**config.mk**
```make
export PLATFORM = sky130hd
export DESIGN_NAME = bus_intercon
export DESIGN_NICKNAME = d
export VERILOG_FILES = /design/src/rtl/bus_intercon.sv
export SDC_FILE = /design/constraint.sdc
export NUM_CORES = 1
export LEC_CHECK = 0
export ABC_CLOCK_PERIOD_IN_PS = 4340
export BUFFER_PORTS_ARGS = -buffer_cell sky130_fd_sc_hd__buf_4
export CAP_MARGIN = 20
export CORE_AREA = 2 2 122 124
export DETAILED_ROUTE_END_ITERATION = 10
export DIE_AREA = 0 0 124 126
export PLACE_DENSITY_LB_ADDON = 0.2
export SYNTH_ARGS = -nofsm -noshare
export SYNTH_HDL_FRONTEND = slang
export SYNTH_SLANG_ARGS = --single-unit
```
**constraint.sdc**
```tcl
create_clock -name clk -period 4.34 [get_ports clk]
set_clock_uncertainty 0.1 [all_clocks]
set_input_delay 0.217 -clock clk [delete_from_list [all_inputs] [get_ports clk]]
set_output_delay 0.217 -clock clk [all_outputs]
set_load 0.05 [all_outputs]
```
**src/rtl/bus_intercon.sv**
```systemverilog
// Address-decoding request/ack interconnect: one master, NSLV register slaves, decode/timeout errors.
// Define BUS_INTERCON_STATS_EN to add the err_count/err_addr error statistics outputs.
module bus_intercon #(
    parameter int unsigned        NSLV     = 4,
    parameter int unsigned        SLV_AW   = 12,
    parameter logic [NSLV*32-1:0] BASE     = {32'h3000, 32'h2000, 32'h1000, 32'h0},
    parameter int unsigned        TIMEOUT  = 255,
    parameter logic [31:0]        ERR_DATA = 32'hDEADBEEF
) (
    input  logic                 clk,
    input  logic                 rst,
    input  logic                 m_req,
    input  logic                 m_wr,
    input  logic [31:0]          m_addr,
    input  logic [3:0]           m_wstrb,
    input  logic [31:0]          m_wdata,
    output logic                 m_ack,
    output logic                 m_err,
    output logic [31:0]          m_rdata,
    output logic [NSLV-1:0]      s_req,
    input  logic [NSLV-1:0]      s_ack,
    input  logic [NSLV*32-1:0]   s_rdata,
    output logic [31:0]          s_addr,
    output logic                 s_wr,
    output logic [3:0]           s_wstrb,
    output logic [31:0]          s_wdata
`ifdef BUS_INTERCON_STATS_EN
    ,
    output logic [15:0]          err_count,
    output logic [31:0]          err_addr
`endif
);

    if (NSLV < 1 || NSLV > 16 || SLV_AW > 29) begin : g_param_check
        $fatal(1, "bus_intercon: NSLV must be 1..16 and SLV_AW at most 29");
    end

    localparam int unsigned IW = (NSLV > 1) ? $clog2(NSLV) : 1;
    localparam int unsigned CW = (TIMEOUT > 0) ? $clog2(TIMEOUT + 1) : 1;
    localparam int unsigned TW = 30 - SLV_AW;
    localparam logic [CW-1:0] CNT_LAST = (TIMEOUT > 0) ? CW'(TIMEOUT - 1) : '0;

    typedef enum logic [1:0] {StIdle, StWait, StResp} state_e;

    state_e          state_q, state_d;
    logic            m_ack_q, m_ack_d;
    logic            m_err_q, m_err_d;
    logic [31:0]     m_rdata_q, m_rdata_d;
    logic [NSLV-1:0] s_req_q, s_req_d;
    logic [CW-1:0]   cnt_q, cnt_d;
    logic [IW-1:0]   sel_q, sel_d;

    logic            dec_hit;
    logic [IW-1:0]   dec_idx;
    logic            sel_ack;
    logic [31:0]     sel_rdata;

    // Scan from the top so the lowest matching window is the one left standing.
    always_comb begin
        dec_hit = 1'b0;
        dec_idx = '0;
        for (int i = int'(NSLV) - 1; i >= 0; i--) begin
            if (m_addr[29:SLV_AW] == BASE[i*32+SLV_AW +: TW]) begin
                dec_hit = 1'b1;
                dec_idx = IW'(i);
            end
        end
    end

    always_comb begin
        sel_ack   = 1'b0;
        sel_rdata = '0;
        for (int i = 0; i < int'(NSLV); i++) begin
            if (sel_q == IW'(i)) begin
                sel_ack   = s_ack[i];
                sel_rdata = s_rdata[i*32 +: 32];
            end
        end
    end

    always_comb begin
        state_d   = state_q;
        m_ack_d   = 1'b0;
        m_err_d   = m_err_q;
        m_rdata_d = m_rdata_q;
        s_req_d   = '0;
        cnt_d     = cnt_q;
        sel_d     = sel_q;
        case (state_q)
            StIdle: begin
                if (m_req) begin
                    if (dec_hit) begin
                        s_req_d[dec_idx] = 1'b1;
                        sel_d            = dec_idx;
                        cnt_d            = '0;
                        state_d          = StWait;
                    end else begin
                        state_d = StResp;
                    end
                end
            end
            StWait: begin
                if (sel_ack) begin
                    m_ack_d   = 1'b1;
                    m_err_d   = 1'b0;
                    m_rdata_d = sel_rdata;
                    state_d   = StIdle;
                end else if (TIMEOUT != 0 && cnt_q == CNT_LAST) begin
                    m_ack_d   = 1'b1;
                    m_err_d   = 1'b1;
                    m_rdata_d = ERR_DATA;
                    state_d   = StIdle;
                end else if (cnt_q != '1) begin
                    // Saturate so a disabled timeout never wraps the counter.
                    cnt_d = cnt_q + 1'b1;
                end
            end
            StResp: begin
                m_ack_d   = 1'b1;
                m_err_d   = 1'b1;
                m_rdata_d = ERR_DATA;
                state_d   = StIdle;
            end
            default: state_d = StIdle;
        endcase
    end

    always_ff @(posedge clk or posedge rst) begin
        if (rst) begin
            state_q   <= StIdle;
            m_ack_q   <= 1'b0;
            m_err_q   <= 1'b0;
            m_rdata_q <= '0;
            s_req_q   <= '0;
            cnt_q     <= '0;
            sel_q     <= '0;
        end else begin
            state_q   <= state_d;
            m_ack_q   <= m_ack_d;
            m_err_q   <= m_err_d;
            m_rdata_q <= m_rdata_d;
            s_req_q   <= s_req_d;
            cnt_q     <= cnt_d;
            sel_q     <= sel_d;
        end
    end

    assign m_ack   = m_ack_q;
    assign m_err   = m_err_q;
    assign m_rdata = m_rdata_q;
    assign s_req   = s_req_q;
    assign s_addr  = m_addr;
    assign s_wr    = m_wr;
    assign s_wstrb = m_wstrb;
    assign s_wdata = m_wdata;

`ifdef BUS_INTERCON_STATS_EN
    logic [15:0] err_cnt_q, err_cnt_d;
    logic [31:0] err_addr_q, err_addr_d;

    // m_addr is still held by the master on the edge that raises the error m_ack.
    always_comb begin
        err_cnt_d  = err_cnt_q;
        err_addr_d = err_addr_q;
        if (m_ack_d && m_err_d) begin
            if (err_cnt_q != 16'hFFFF) begin
                err_cnt_d = err_cnt_q + 16'd1;
            end
            err_addr_d = m_addr;
        end
    end

    always_ff @(posedge clk or posedge rst) begin
        if (rst) begin
            err_cnt_q  <= '0;
            err_addr_q <= '0;
        end else begin
            err_cnt_q  <= err_cnt_d;
            err_addr_q <= err_addr_d;
        end
    end

    assign err_count = err_cnt_q;
    assign err_addr  = err_addr_q;
`endif

endmodule

```
Yosys cells after proc, flatten, opt, wreduce, memory -nomap -nowiden. Index checks and enable logic that the tools add are counted.

$add $sub $neg: 1. Muxes and demuxes: 41. Order comparisons: 2. Equality and inequality tests: 16. Reduce and logical (&&, ||, !) cells: 10.

Operators by type and width (number): $mux 32 (6); $pmux 32 s2 (1); $mux 8 (5); $eq 18x2->1 const B (2); $eq 18x1->1 const B (1); $logic_not 18->1 (1); $mux 2 (8); $pmux 8 s2 (1); $mux 1 (13); $mux 4 (3); $ne 2x2->1 const B (5); $add 8x1->8 const B (1); $eq 8x8->1 const B (1); $ne 8x8->1 const B (1); $eq 2x2->1 const B (3); $reduce_and 6->1 (1); $eq 2x1->1 const B (2); $logic_not 2->1 (2); $pmux 1 s2 (2); $pmux 2 s2 (1); $reduce_and 2->1 (2); $reduce_bool 2->1 (2); $lt 2x3->1 const B (1); $ne 3x3->1 const B (1); 4 further kinds (4).

Input bits: 204. Output and inout port bits: 107. Register bits: 50.

Depth between registers and ports, before layout. Gate-level depths: netlist of the first run.

Word-level depth: 12. Depth in mapped cells: 7. Depth with buffers taken out: 7.

Worst setup path after synthesis of the first run. No wires, ideal clock.

Path type: reg-to-reg. Start point: reg sel_q[0]. End point: reg m_rdata_q[0], in the netlist m_rdata[0]. Path slack: 2344 ps. Arrival time: 1775 ps. Cell stages (with the launch flop): 8. Required time: 4119 ps. Path buffers: 2. Cell sequence: dfrtp_1 -> buf_6 -> mux4_2 -> a41oi_2 -> and2_2 -> nor2_2 -> buf_6 -> o22a_1.

Word-level cells in the longest chain between the ends: 7. Elaborated cells between the ends (all ways): 16. Classes of those cells: 4 x eq/ne; 10 x mux; 2 x reduce/logical.

RTL lines: start, declared (RTL line 51) `logic [IW-1:0] sel_q, sel_d;`; start signal, assigned (RTL line 144) `sel_q <= sel_d;`; $logic_not 2->1 (RTL line 74) `if (sel_q == IW'(i)) begin`; $mux 32 or $mux 1 (tied branches) (4 in a row) (RTL line 74); $mux 32 or $ne 3x3->1 (tied branches); $pmux 32 s2 or $reduce_and 2->1 (tied branches); end signal, assigned (RTL line 141) `m_rdata_q <= m_rdata_d;`; end, declared (RTL line 48) `logic [31:0] m_rdata_q, m_rdata_d;`.

Several ways; a longest one is shown, not always the timed one. A chain may end at the register's enable or synchronous reset.

Worst setup path in the final report of the first run.
Start point: reg sel_q[1]. End point: reg cnt_q[3].

Word-level cells in the longest chain between the ends: 7. Elaborated cells between the ends (all ways): 10. Classes of those cells: 4 x eq/ne; 4 x mux; 2 x reduce/logical.

RTL lines: $logic_not 2->1 (RTL line 74); $mux 1 (3 in a row) (RTL line 74); $mux 1 (*) (RTL line 74); $ne 2x2->1 (no line) (*); $reduce_and 6->1 (no line) (*); end signal, assigned (RTL line 143) `cnt_q <= cnt_d;`; end, declared (RTL line 50) `logic [CW-1:0] cnt_q, cnt_d;`.

Mark *: on every way between the ends. The rest lies on a longest branch, timed or not.

==> metrics.txt, run 1 <==
Int Power=slightly above 900 uW; storage element area=between 1000 and 1500 um2; setup bufs post-CTS=0; Worst-path clk slew=~0.07 ns; Worst Max-Slew Pin Slew=slightly above 0.9 ns; routed wl met3=671 um; post_cts resized=0; Die ar.=roughly 16,000 um2; vias in the first global route=around 3,000; top-count cell post-synth=buf_4; Cells after Synth=280; Post-Place Cell Area=4672 um2; met1 WL=approximately 3.9 mm; initial antenna violation count=0; VDD IR max=between 0.15 and 0.2 mV; first-pass GRT wire length=roughly 15 mm; hold slack=0.01985 ns; Net Switching=379.5 uW; post-route clock period utilization=54.12%; FF+latch count, synth=50; Num CTS Buffers=5; # Max-Cap Violations=0; YS warnings=0; clock share of power=between 30% and 40%; critical path type=register to register; routed wl met2=approximately 5 mm; Layout Nets=between 600 and 700; htree depth=2; dpl hpwl=between 7 and 8 mm; top sig layer=met4; Critical Path Fanout Max=34; Synth async-reset ratio=100.0%; DR vias=2,792; outcome=finished clean; antenna cells=0; I/O pins=just over 300; Routed WL=9.883 mm; CP required=4.41 ns; EDFF count, synth=0; Fillers=1,456; Clock Path Buffers=2; Final Hold Vio Count=0; area of the multi-input gates=about 1600 um2; Worst Setup Start Kind=register; Yosys top cell by area=dfrtp_1; sw frac=around 29%; Arrival @ worst endpoint=between 2 and 2.5 ns; clk_lat worst skew=~0.29 ns; Synth Flop Type=dfrtp_1; hold crit path type=input pin to register; buffers added on ports=between 200 and 250; GRT Total Usage=approximately an eighth; drt drc=0; Die W=roughly 120 um; Final Wtd Congestion=~0.8; Finished Core Util=34.02%; Commonest cells post-synth=buf_4, dfrtp_1, mux4_2; share of cells above drive strength 1=roughly 63%; Net Count, Synth=slightly below 500; CTS Root Cell=clkbuf_16; unrepaired setup endpoints after global routing=no; Final Max Slew Viols=0; critical path cell sequence=buf_4 -> mux4_2 -> a211oi_4 -> o21ai_1 -> a211o_1; minimum clock period=about 2.3 ns; DRT iter0 DRCs=approximately 110; CP max stage delay=0.45 ns; combinational share of power=28.5%; core area=roughly 14,000 um2; total negative slack=0 ns; Seq/Total Area, Yosys=36.47%; Sequential Power Share=a little over a third; via/cell ratio=about 4.6; total power per unit cell area=between 200 and 300 nW/um2; Crit-path slowest cell=mux4_2; post-route cell area=4870 um2; share of the synthesized area in the top cell type=a little over a third; top post-synthesis cells by area=dfrtp_1, mux4_2, buf_4; P&R area growth vs syn=41.94%; largest net degree at the start of global routing=35; Leak Pwr=~2.1 nW; global route total overflow=0; Setup-failing EPs final=0; die height=126 um; initial core utilization=between 20% and 30%; CP endpoint kind=register; Mapped Area=between 3000 and 4000 um2; Max Clock Freq=around 430 MHz; CTS Sinks=50; max-slew headroom at the worst pin=between 30% and 40%; Power Total=1.315 mW; first-pass iteration count of the detailed router=4; Netlist cell types=between 40 and 50; drt wl/cell=around 16 um; final antenna-violating net count=0; TritonCTS clock tree=built; Avg Cell Area, Syn=12.25 um2; standard-cell rows=44
## routing by layer
metal / up-vias / global-route usage, %
met5: - / 0
li1: 1276 / -
met1: 1367 / 15.04
met2: 118 / 21.53
met4: 0 / 4.560
met3: 31 / 3.125
## layout make-up
cell class              instances  share of cell area, %
well taps                     184                  4.728
repair buffers                214                  33.35
flip-flops and latches         50                  25.72
clock buffers                   7                  2.929
inverters                       8                 0.6166
clock inverters                 1                 0.6166
multi-input cells             140                  32.04
## layout by cell type (no fill, tap or decap), types with 4 or more instances in the layout
cell,Yosys,final
inv_1,8,7
clkbuf_16,0,5
mux4_2,33,33
nand2_1,11,11
o22a_1,24,24
dfrtp_1,50,49
o21ai_0,4,4
buf_4,69,211
a22o_1,8,8
nand3_1,5,5
ha_1,5,5
nor2_1,6,6
## critical path, delay by kind of cell (launching register included)
kind | cells | cell delay [ns]
multiplexers | 1 | 0.45
flip-flops | 1 | 0.32
AO/OA/AOI/OAI | 3 | 0.95
buffers and inverters | 1 | 0.41
## repair_timing
| item | 4_1_cts | 5_1_grt |
|---|---|---|
| hold buffers | 1 | 0 |
| endpoints found under the hold margin | 22 | 0 |
| setup endpoints to repair | 0 | 0 |
## logic make-up (layout without fill, tap and decap cells)
| group | Yosys count | in the layout | synth area share [%] |
|---|---|---|---|
| simple gates | 43 | 43 | 7.075 |
| fa+ha+maj | 5 | 5 | 1.823 |
| flops | 50 | 50 | 36.47 |
| buf+inv | 90 | 230 | 18.05 |
| compound gates | 56 | 56 | 13.97 |
| mux | 36 | 36 | 22.61 |
## state kept, by name (all words and copies together) (netlist names)
name	count
state_q	2
m_rdata	32
m_ack	1
m_err	1
cnt_q	8
s_req	4
sel_q	2
## power by group through the flow
stage / sequential (mW) / clock (mW) / combinational, mW
6_report: 0.478 / 0.462 / 0.375
5_1_grt: 0.479 / 0.498 / 0.411
4_1_cts: 0.478 / 0.477 / 0.384
3_5_place_dp: 0.487 / 0 / 0.384
3_3_place_gp: 0.487 / 0 / 0.363
2_1_floorplan: 0.503 / 0 / 0.324
## path summary, 6_finish.rpt
kind	start	end	slack, ns	cells past startpoint
setup / recovery	sel_q[1]	cnt_q[3]	1.99	5
hold / removal	m_addr[13]	s_req[1]	0.02	2
setup reg to reg	sel_q[1]	cnt_q[3]	1.99	5
hold reg to reg	m_err	m_err	0.40	1
max in group asynchronous	rst	sel_q[0]	2.95	4
min in group asynchronous	rst	m_rdata[28]	0.41	3
## per-stage QoR
| stage | cells | worst slack, ns |
|---|---|---|
| after floorplan | 280 | 2.344 |
| after global placement | 593 | 1.610 |
| after detailed placement | 594 | 1.775 |
| after CTS | 603 | 1.769 |
| after global routing | 604 | 1.779 |
| final | 604 | 1.991 |
Power figures use the tool's default switching activity.
==> run 2: changes to the inputs <==
--- a/config.mk
+++ b/config.mk
@@ -5,12 +5,12 @@
 export SDC_FILE = /design/constraint.sdc
 export NUM_CORES = 1
 export LEC_CHECK = 0
-export ABC_CLOCK_PERIOD_IN_PS = 4340
+export ABC_CLOCK_PERIOD_IN_PS = 2400
 export BUFFER_PORTS_ARGS = -buffer_cell sky130_fd_sc_hd__buf_4
 export CAP_MARGIN = 20
-export CORE_AREA = 2 2 122 124
+export CORE_AREA = 2 2 120 122
 export DETAILED_ROUTE_END_ITERATION = 10
-export DIE_AREA = 0 0 124 126
+export DIE_AREA = 0 0 122 124
 export PLACE_DENSITY_LB_ADDON = 0.2
 export SYNTH_ARGS = -nofsm -noshare
 export SYNTH_HDL_FRONTEND = slang
==> constraint.sdc (replaced) <==
create_clock -name clk -period 2.4 [get_ports clk]
set_clock_uncertainty 0.1 [all_clocks]
set_input_delay 0.12 -clock clk [delete_from_list [all_inputs] [get_ports clk]]
set_output_delay 0.12 -clock clk [all_outputs]
set_load 0.05 [all_outputs]
==> run 2 against run 1 <==
Setup slack lost 1.7 ns. Non-clock buffer count grew 6. Sequential power grew 81%. Worst hold slack gained 0.12 ns. Maximum frequency grew 12%. Utilization grew 1.5 points. Critical endpoint unchanged. Largest cell class unchanged. Highest routed layer unchanged.
==> metrics.txt, run 2 (same netlist as run 1, synthesis figures left out) <==
Die ar.=15,130 um2; Final Hold Vio Count=0; via/cell ratio=between 4 and 5; global route total overflow=0; Fillers=between 1,000 and 1,500; max-slew headroom at the worst pin=between 50% and 60%; CTS Root Cell=clkbuf_16; core area=roughly 14,000 um2; max reg flops=32; CP max stage delay=0.41 ns; CP required=between 2 and 2.5 ns; unrepaired setup endpoints after global routing=no; drt wl/cell=roughly 17 um; TritonCTS clock tree=built; share of cells above drive strength 1=between 60 and 70%; I/O pins=between 300 and 400; Final Max Slew Viols=0; post-route cell area=about 4900 um2; antenna cells=0; hold crit path type=input pin to output port; CP endpoint kind=register; final antenna-violating net count=0; commonest non-fill, non-tap cell in the layout=buf_4; minimum clock period=~2.1 ns; most frequent cells in the layout=buf_4, dfrtp_1, mux4_2, o22a_1, nand2_1; # Max-Cap Violations=0; Num CTS Buffers=5; htree depth=2; P&R area growth vs syn=41.90%; initial core utilization=about 25%; buffers added on ports=around 210; outcome=finished clean; Clock Path Buffers=2; Crit-path slowest cell=a211oi_4; Power Total=between 2 and 2.5 mW; first-pass GRT wire length=around 15 mm; clk_lat worst skew=between 0.2 and 0.3 ns; setup bufs post-CTS=0; Die W=about 120 um; Post-Place Cell Area=around 4700 um2; CTS Sinks=50; critical path type=register to register; drt drc=0; Arrival @ worst endpoint=2.18 ns; standard-cell rows=43; VDD IR max=between 0.2 and 0.25 mV; dpl hpwl=around 7.9 mm; post-route clock period utilization=87.52%; Routed WL=~10 mm; vias in the first global route=2,941; post_cts resized=0; Layout Nets=around 630; total negative slack=0 ns; Critical Path Fanout Max=9; Worst Setup Start Kind=register; CTS Hold Bufs=3; DRT iter0 DRCs=94; Max Clock Freq=roughly 480 MHz; Final Wtd Congestion=0.7653; total power per unit cell area=roughly 460 nW/um2; Worst Max-Slew Pin Slew=roughly 0.64 ns; Worst-path clk slew=0.07 ns; DR vias=approximately 2,800; die height=124 um; Leak Pwr=~2.1 nW; largest net degree at the start of global routing=34; Setup-failing EPs final=0; first-pass iteration count of the detailed router=6; GRT Total Usage=12.88%; critical path cell sequence=inv_1 -> ha_1 -> o211a_1 -> a211oi_4 -> o21ai_1 -> a211o_1; initial antenna violation count=0
-- run 2: cell count changes in the layout (fill, tap and decap cells not counted) --
cell and delta:
dfrtp_2 +1, bufinv_16 -1, clkbuf_1 +1, buf_4 +6, clkinvlp_4 +1, clkbuf_8 -1
dfrtp_1 -1, dlygate4sd3_1 +2, buf_8 -2
-- run 2: per-stage QoR --
step / cells / util [%] / hold WS (ns) / setup slack (ns)
after floorplan: 280 / - / 0.08982 / 0.4039
after global placement: 595 / 34.25 / 0.1403 / 0.3373
after detailed placement: 595 / 34.25 / 0.1367 / 0.2946
after CTS: 606 / 35.49 / 0.1403 / 0.2899
after global routing: 606 / 35.49 / 0.1401 / 0.1550
final: 606 / 35.49 / 0.1400 / 0.2994
-- run 2: worst max-delay path: cells and delay by family (launching register included) --
kind / cells / cell delay (ns)
compound gates: 4 / 1.19
flops: 1 / 0.39
fa+ha+maj: 1 / 0.23
buf+inv: 1 / 0.08
-- run 2: power breakdown --
group          total, mW  leakage [nW]  internal [mW]  switching [mW]
combinational      0.679          1.48          0.312           0.366
sequential         0.865         0.562          0.859         0.00594
clock              0.696        0.0641          0.388           0.308
-- run 2: final cells by class --
cell class / instances / area [um2] / area share, %
Clock buffer: 7 / 132.6 / 2.724
Timing Repair Buffer: 220 / 1659 / 34.08
Inverter: 8 / 30.03 / 0.6168
Tap cell: 180 / 225.2 / 4.626
Multi-Input combinational cell: 140 / 1560 / 32.05
Clock inverter: 1 / 7.507 / 0.1542
Sequential cell: 50 / 1254 / 25.75
-- run 2: layer usage --
layer	global-route usage, %	up-vias	routed length (um)
met5	0	-	0
met4	4.023	0	167
met3	2.839	24	620
met2	23.08	124	5394
met1	15.40	1367	3853
li1	-	1286	-
-- run 2: worst paths after layout --
kind                         endpoint       from  cells past startpoint  slack, ns
min reg2reg                     m_err      m_err                      1       0.40
min                         s_addr[4]  m_addr[4]                      0       0.14
max in group asynchronous  m_rdata[2]        rst                      4       1.13
min in group asynchronous    s_req[3]        rst                      3       0.37
max                          cnt_q[3]   cnt_q[0]                      6       0.30
max reg2reg                  cnt_q[3]   cnt_q[0]                      6       0.30
